[src/rtl/oam_dma.sv]
// oam_dma - sprite DMA controller between the CPU core and the system bus.
//
// A CPU write to DMA_REG_ADDR latches a page number, halts the CPU and copies
// the 256 bytes at {page,8'h00}..{page,8'hFF} into the OAM data port, one
// read cycle followed by one write cycle per byte.  Outside a transfer the
// CPU bus passes straight through to the memory system.
//
// Ports:
//   clk_ph1      - system clock, rising edge
//   rst          - asynchronous reset, active low
//   cpu_addr     - CPU address
//   cpu_data_out - CPU write data
//   cpu_R_nW     - CPU read/not-write
//   Data_bus_in  - read data from memory (combinational read)
//   Addr_bus     - address to memory
//   Data_bus_out - write data to memory
//   R_nW         - read/not-write to memory
//   cpu_halt     - CPU must hold all state this cycle
//   dma_active   - DMA owns the bus
//
// state | meaning
// ------+---------------------------------------------------------------
// IDLE  | pass-through, waiting for a CPU write to DMA_REG_ADDR
// HALT  | first dummy cycle while the CPU stalls
// ALIGN | extra dummy cycle when HALT landed on an odd cycle
// READ  | read {page,idx} into data_buf
// WRITE | write data_buf to OAM_DATA_ADDR, advance idx or finish

module oam_dma #(
  parameter logic [15:0] DMA_REG_ADDR  = 16'h4014,
  parameter logic [15:0] OAM_DATA_ADDR = 16'h2004
) (
  input  logic        clk_ph1,
  input  logic        rst,
  input  logic [15:0] cpu_addr,
  input  logic [7:0]  cpu_data_out,
  input  logic        cpu_R_nW,
  input  logic [7:0]  Data_bus_in,
  output logic [15:0] Addr_bus,
  output logic [7:0]  Data_bus_out,
  output logic        R_nW,
  output logic        cpu_halt,
  output logic        dma_active
);

  typedef enum logic [2:0] {
    S_IDLE,
    S_HALT,
    S_ALIGN,
    S_READ,
    S_WRITE
  } state_t;

  state_t      state, state_next;
  logic [7:0]  page;
  logic [7:0]  idx;
  logic [7:0]  data_buf;
  logic        odd;
  logic        trigger;
  logic [15:0] dma_addr;
  logic        dma_rnw;

  // CPU reads of the DMA register never start a transfer.
  assign trigger = (state == S_IDLE) && (cpu_addr == DMA_REG_ADDR) && !cpu_R_nW;

  always_ff @(posedge clk_ph1 or negedge rst) begin
    if (!rst) begin
      state <= S_IDLE;
    end else begin
      state <= state_next;
    end
  end

  always_comb begin
    state_next = state;
    dma_addr   = cpu_addr;
    dma_rnw    = 1'b1;
    case (state)
      S_IDLE: begin
        if (trigger) state_next = S_HALT;
      end
      S_HALT: begin
        state_next = odd ? S_ALIGN : S_READ;
      end
      S_ALIGN: begin
        state_next = S_READ;
      end
      S_READ: begin
        // idx never carries into page: reads stay inside the selected page.
        dma_addr   = {page, idx};
        state_next = S_WRITE;
      end
      S_WRITE: begin
        dma_addr   = OAM_DATA_ADDR;
        dma_rnw    = 1'b0;
        state_next = (idx == 8'hFF) ? S_IDLE : S_READ;
      end
      default: begin
        state_next = S_IDLE;
      end
    endcase
  end

  always_ff @(posedge clk_ph1 or negedge rst) begin
    if (!rst) begin
      page     <= 8'h00;
      idx      <= 8'h00;
      data_buf <= 8'h00;
      odd      <= 1'b0;
    end else begin
      odd <= ~odd;
      if (trigger) begin
        page <= cpu_data_out;
        idx  <= 8'h00;
      end
      if (state == S_READ) data_buf <= Data_bus_in;
      if (state == S_WRITE && idx != 8'hFF) idx <= idx + 8'd1;
    end
  end

  assign dma_active = (state != S_IDLE);
  assign cpu_halt   = dma_active;

  assign Addr_bus     = dma_active ? dma_addr : cpu_addr;
  assign Data_bus_out = dma_active ? data_buf : cpu_data_out;
  assign R_nW         = dma_active ? dma_rnw  : cpu_R_nW;

endmodule

[config.mk]
export PLATFORM = sky130hd
export DESIGN_NAME = oam_dma
export DESIGN_NICKNAME = d
export VERILOG_FILES = /design/src/rtl/oam_dma.sv
export SDC_FILE = /design/constraint.sdc
export NUM_CORES = 1
export LEC_CHECK = 0
export ABC_CLOCK_PERIOD_IN_PS = 1950
export CAP_MARGIN = 20
export CORE_MARGIN = 5
export CORE_UTILIZATION = 45
export CTS_BUF_LIST = sky130_fd_sc_hd__clkbuf_8
export DETAILED_ROUTE_END_ITERATION = 12
export GPL_TIMING_DRIVEN = 0
export PLACE_DENSITY_LB_ADDON = 0.3
export SLEW_MARGIN = 20
export SYNTH_ARGS = -nofsm -noshare
export SYNTH_HDL_FRONTEND = slang
export SYNTH_SLANG_ARGS = --single-unit
[constraint.sdc]
create_clock -name clk_ph1 -period 1.95 [get_ports clk_ph1]
set_input_delay 0.39 -clock clk_ph1 [delete_from_list [all_inputs] [get_ports clk_ph1]]
set_output_delay 0.39 -clock clk_ph1 [all_outputs]
set_load 0.03 [all_outputs]
==> After elaboration in Yosys (flattened, before gate mapping) <==
Cells that the tools add are included.
{ "word_totals": {"out_inout_bits": 27, "wordCells": 33, "reg_bits": 28, "in_bits": 35} }
{ "classes": {"add_sub_neg": 1, "muxes": 11, "reduce_logical": 7, "n_bitwise": 1, "n_eq_ne": 8} }
{ "op_table": {"columns": ["cell", "n"], "rows": [
  ["one-hot mux 16 bit (2 select lines)", 1],
  ["2-to-1 mux 8 bit", 3],
  ["== test 16 x 15 -> 1 bit (second input constant)", 1],
  ["2-to-1 mux 16 bit", 1],
  ["one-hot mux 3 bit (5 select lines)", 1],
  ["adder 8 x 1 -> 8 bit (second input constant)", 1],
  ["== test 8 bit (second input constant)", 1],
  ["inequality test 8 bit (second input constant)", 1],
  ["== test 3 x 2 -> 1 bit (second input constant)", 2],
  ["== test 3 x 1 -> 1 bit (second input constant)", 1],
  ["== test 3 bit (second input constant)", 1],
  ["logical AND 1 bit", 3],
  ["zero test 3 bit", 1],
  ["2-to-1 mux 1 bit", 3],
  ["2-to-1 mux 3 bit", 1],
  ["nonzero test 3 bit", 1],
  ["2-to-1 mux 2 bit", 1],
  ["inequality test 2 bit (second input constant)", 1],
  ["nonzero test 2 bit", 1],
  ["zero test 1 bit", 1],
  ["inverter 1 bit", 1]
]} }

==> Longest topological paths before layout <==
{ "depth": {"depth_word": 5, "mapped_depth": 7, "depth_no_buf": 5} }

==> Worst setup path after synthesis <==
No wires, ideal clock.
{ "synth_timing": {"path_kind": "register to output", "from": "register state[0]", "to": "output port Addr_bus[10]", "n_path_buf": 2, "setup_slack_ps": -42, "t_required_ps": 1560, "path_stages_with_launch": 8, "t_arrival_ps": 1602, "path_cell_list": "dfrtp_1 buf_2 nand2_1 or2_2 inv_1 nor2_1 clkbuf_1 a22o_1"} }
{ "synth_via": {"elab_chain_len": 3, "word_cells_on_any_way": 5, "classes_between": "eq/ne: 2; mux: 2; reduce/logical: 1"} }
{ "synth_rtl": {"columns": ["item", "line", "text"], "rows": [
  ["start: declaration", "54", "state_t state, state_next;"],
  ["start signal: assignment", "70", "state <= state_next;"],
  ["== test 3 bit / == test 3 x 2 -> 1 bit (equally long branches)", "78", "case (state)"],
  ["one-hot mux 16 bit (2 select lines)", "78", null],
  ["2-to-1 mux 16 bit *", "124", "assign Addr_bus = dma_active ? dma_addr : cpu_addr;"],
  ["end: declaration", "39", "output logic [15:0] Addr_bus,"]
]} }
Mark *: on every way between the ends. The rest lies on a longest branch, timed or not.

==> Worst setup path after layout <==
{ "layout_timing": {"from": "register state[1]", "to": "output port Addr_bus[2]"} }
Same word-level chain as after synthesis.

==> run metrics <==
Die Wd 69.1 um; design area 2740 um2; hold crit path type input pin to async pin; worst setup path class register to output port; Slew Limit Fails 0; relative slew slack 0.585; Final min period 2.14 ns; Power Density 1670 nW/um2; met1 usage 0.263; DP HPWL 3520 um; drt pass-1 iters 4; reported leakage power 1.34 nW; dpl cell area 2250 um2; Synth Cell Area 1570 um2; CP Capture Type output port; grt met3 use 0.0581; Placer Congestion 0.840; n_diodes 0; DRC viols 0; # fillers 193; via count of the first global-routing pass 1777; maximum buffer depth of the clock tree 2; Avg WL per Cell 19.3 um; R2R depth 6; Clk pin slew, worst setup/hold paths 0.10 ns; # IOs 62; post-route setup slack -0.190 ns; Finish-stage setup viols 32; failing checks negative setup slack; post-DR vias/cell 5.65; final net count 284; initial antenna violation count 0; aggregate global routing overflow 0; Sink Count 28; Max H-tree Level 1; Place WS -0.837 ns; first-pass GRT wire length 8680 um; Critical Path AT 1.75 ns; CTS tree yes; Die Span Y 69.1 um; final period utilization 1.10; crit path launch type register; Synthesized Nets 195; status finished with violations; Starting DRT DRC Count 141; IO Port Bufs 61; largest cells by area after synthesis dfrtp_1 45%, mux2_2 11%, nand2_1 9.1%; Slew @ Worst Pin 0.622 ns; number of core rows 21; root buffer cell clkbuf_8; Netlist cell types 39; vias after detailed routing 1654; Core Box Area 3360 um2; placed cells 266; area of the multi-input gates 947 um2; Syn. warnings 0; Worst Path Max Fanout 6; Syn Area/Cell 9.90 um2; CTS Buf Count 3; final hold slack 0.101 ns; area grow syn2layout 74.2%; met2 Usage GRT 0.383; fmax 0.467 GHz; maximum VDD drop 1.27 mV; share of layout cells above drive strength 1 0.429; cells after synthesis 159; critical path required time 1.56 ns; Yosys top cell by area dfrtp_1; clk_skew 0.00700 ns; Layout Cells excl Fill 293; DIE AREA 4780 um2; RSZ-0062 raised after global routing true; largest net degree at the start of global routing 29; Yosys top cell area share 0.445; drt total wl 5650 um; Total Routing Usage GR 0.221; Post-Route Setup TNS -3.98 ns; Max Cap Viol 0; worst-skew pair later-pin latency 0.28 ns; initial core utilization 0.468; Final ANT Viol Nets 0; Register Area 702 um2; Final Hold Fails 0; Yosys reg bits 28; sequential fraction of the synthesis area 0.445; busiest grt layer met2
==> synth_stat cells <==
| library cell | count |
|---|---|
| nand2_1 | 38 |
| dfrtp_1 | 28 |
| mux2_2 | 16 |
| a22o_1 | 14 |
| inv_1 | 4 |
| o211ai_1 | 4 |
| a21oi_1 | 3 |
| clkbuf_1 | 3 |
| nand3_1 | 3 |
| nand3b_1 | 3 |
| nor2_1 | 3 |
| o21ai_0 | 3 |
| o22ai_1 | 3 |
| and3_1 | 2 |
| buf_1 | 2 |
| nand2b_1 | 2 |
| nor3_1 | 2 |
| nor3_4 | 2 |
| o22a_1 | 2 |
| or3_1 | 2 |
| xor2_1 | 2 |
| a21o_1 | 1 |
| and4_1 | 1 |
| buf_2 | 1 |
| buf_4 | 1 |
| buf_6 | 1 |
| ha_1 | 1 |
| mux2i_1 | 1 |
| nand2_4 | 1 |
| nor3b_1 | 1 |
| nor4_1 | 1 |
| nor4b_1 | 1 |
| nor4bb_1 | 1 |
| o21ai_1 | 1 |
| o311ai_0 | 1 |
| or2_2 | 1 |
| or3b_1 | 1 |
| or4_1 | 1 |
| xnor2_1 | 1 |
==> report_power, final <==
part | switching [W] | leakage [nW] | internal, W
logic | 0.00162 | 0.974 | 0.00161
registers | 0.000143 | 0.333 | 0.000739
clock network | 0.000195 | 0.0357 | 0.000275
==> per-layer routing <==
metal | wire length [um] | vias to the layer above
met5 | 0 | -
met4 | 191 | 0
met3 | 347 | 25
met2 | 3000 | 74
met1 | 2110 | 804
li1 | - | 751
==> worst max-delay path, stage by stage, from the launching register on <==
cell	delay (ns)
dfrtp_1	0.39
buf_6	0.14
buf_4	0.14
or3b_4	0.37
nand2_2	0.08
o22a_1	0.20
buf_6	0.15
==> flip-flops by register name (all words and copies together), names as in the netlist <==
register / flops
data_buf: 8
idx: 8
page: 8
state: 3
odd: 1
==> logic make-up (layout without fill, tap and decap cells) <==
group,after synthesis,after routing,share of synthesized area
and+or+nand+nor,66,66,0.220
buffers and inverters,12,100,0.0366
muxes,17,17,0.121
AOI/OAI and AO/OA,32,32,0.153
DFF,28,28,0.445
adders and majority gates,1,1,0.00795
xor gates and xnor gates,3,3,0.0167
==> path summary, 6_finish.rpt <==
path,start,slack (ns),to
max,state[1],-0.19,Addr_bus[2]
min,rst,0.10,idx[2]
max in group asynchronous,rst,1.39,state[2]
min reg2reg,odd,0.44,odd
max reg2reg,state[1],0.06,idx[7]
min in group clk_ph1,odd,0.44,odd
==> placed cells by master (no fill, tap or decap), drive strengths merged, types with 2 or more instances in the layout <==
cell type      Yosys  routed
a21oi              3       3
a22o              14      14
and3               2       2
buf                5      55
clkbuf             3       6
clkdlybuf4s50      0      33
dfrtp             28      28
inv                4       4
mux2              16      16
nand2             39      39
nand2b             2       2
nand3              3       3
nand3b             3       3
nor2               3       3
nor3               4       4
o211ai             4       4
o21ai              4       4
o22a               2       2
o22ai              3       3
or3                2       2
xor2               2       2
==> through the flow <==
stage	util	total power, W
final	0.815	0.00459
after global routing	0.815	0.00480
after CTS	0.777	0.00426
after detailed placement	0.669	0.00324
after global placement	0.671	0.00319
after floorplan	-	0.00239
==> layout make-up <==
type	count	share of cell area
Inverter	4	0.00821
Sequential cell	28	0.256
Clock buffer	3	0.0151
Buffer	6	0.0283
Clock inverter	1	0.0109
Tap cell	46	0.0210
Multi-Input combinational cell	119	0.345
Timing Repair Buffer	86	0.315
==> repair_timing <==
item	CTS	global route
hold buffers	0	0
gates cloned	1	0
setup buffers	17	8
setup endpoints to repair	42	41
gates resized for setup	208	29
endpoints found under the hold margin	0	0
pin swaps	6	5
No activity file was read; power rests on OpenSTA's default activity.
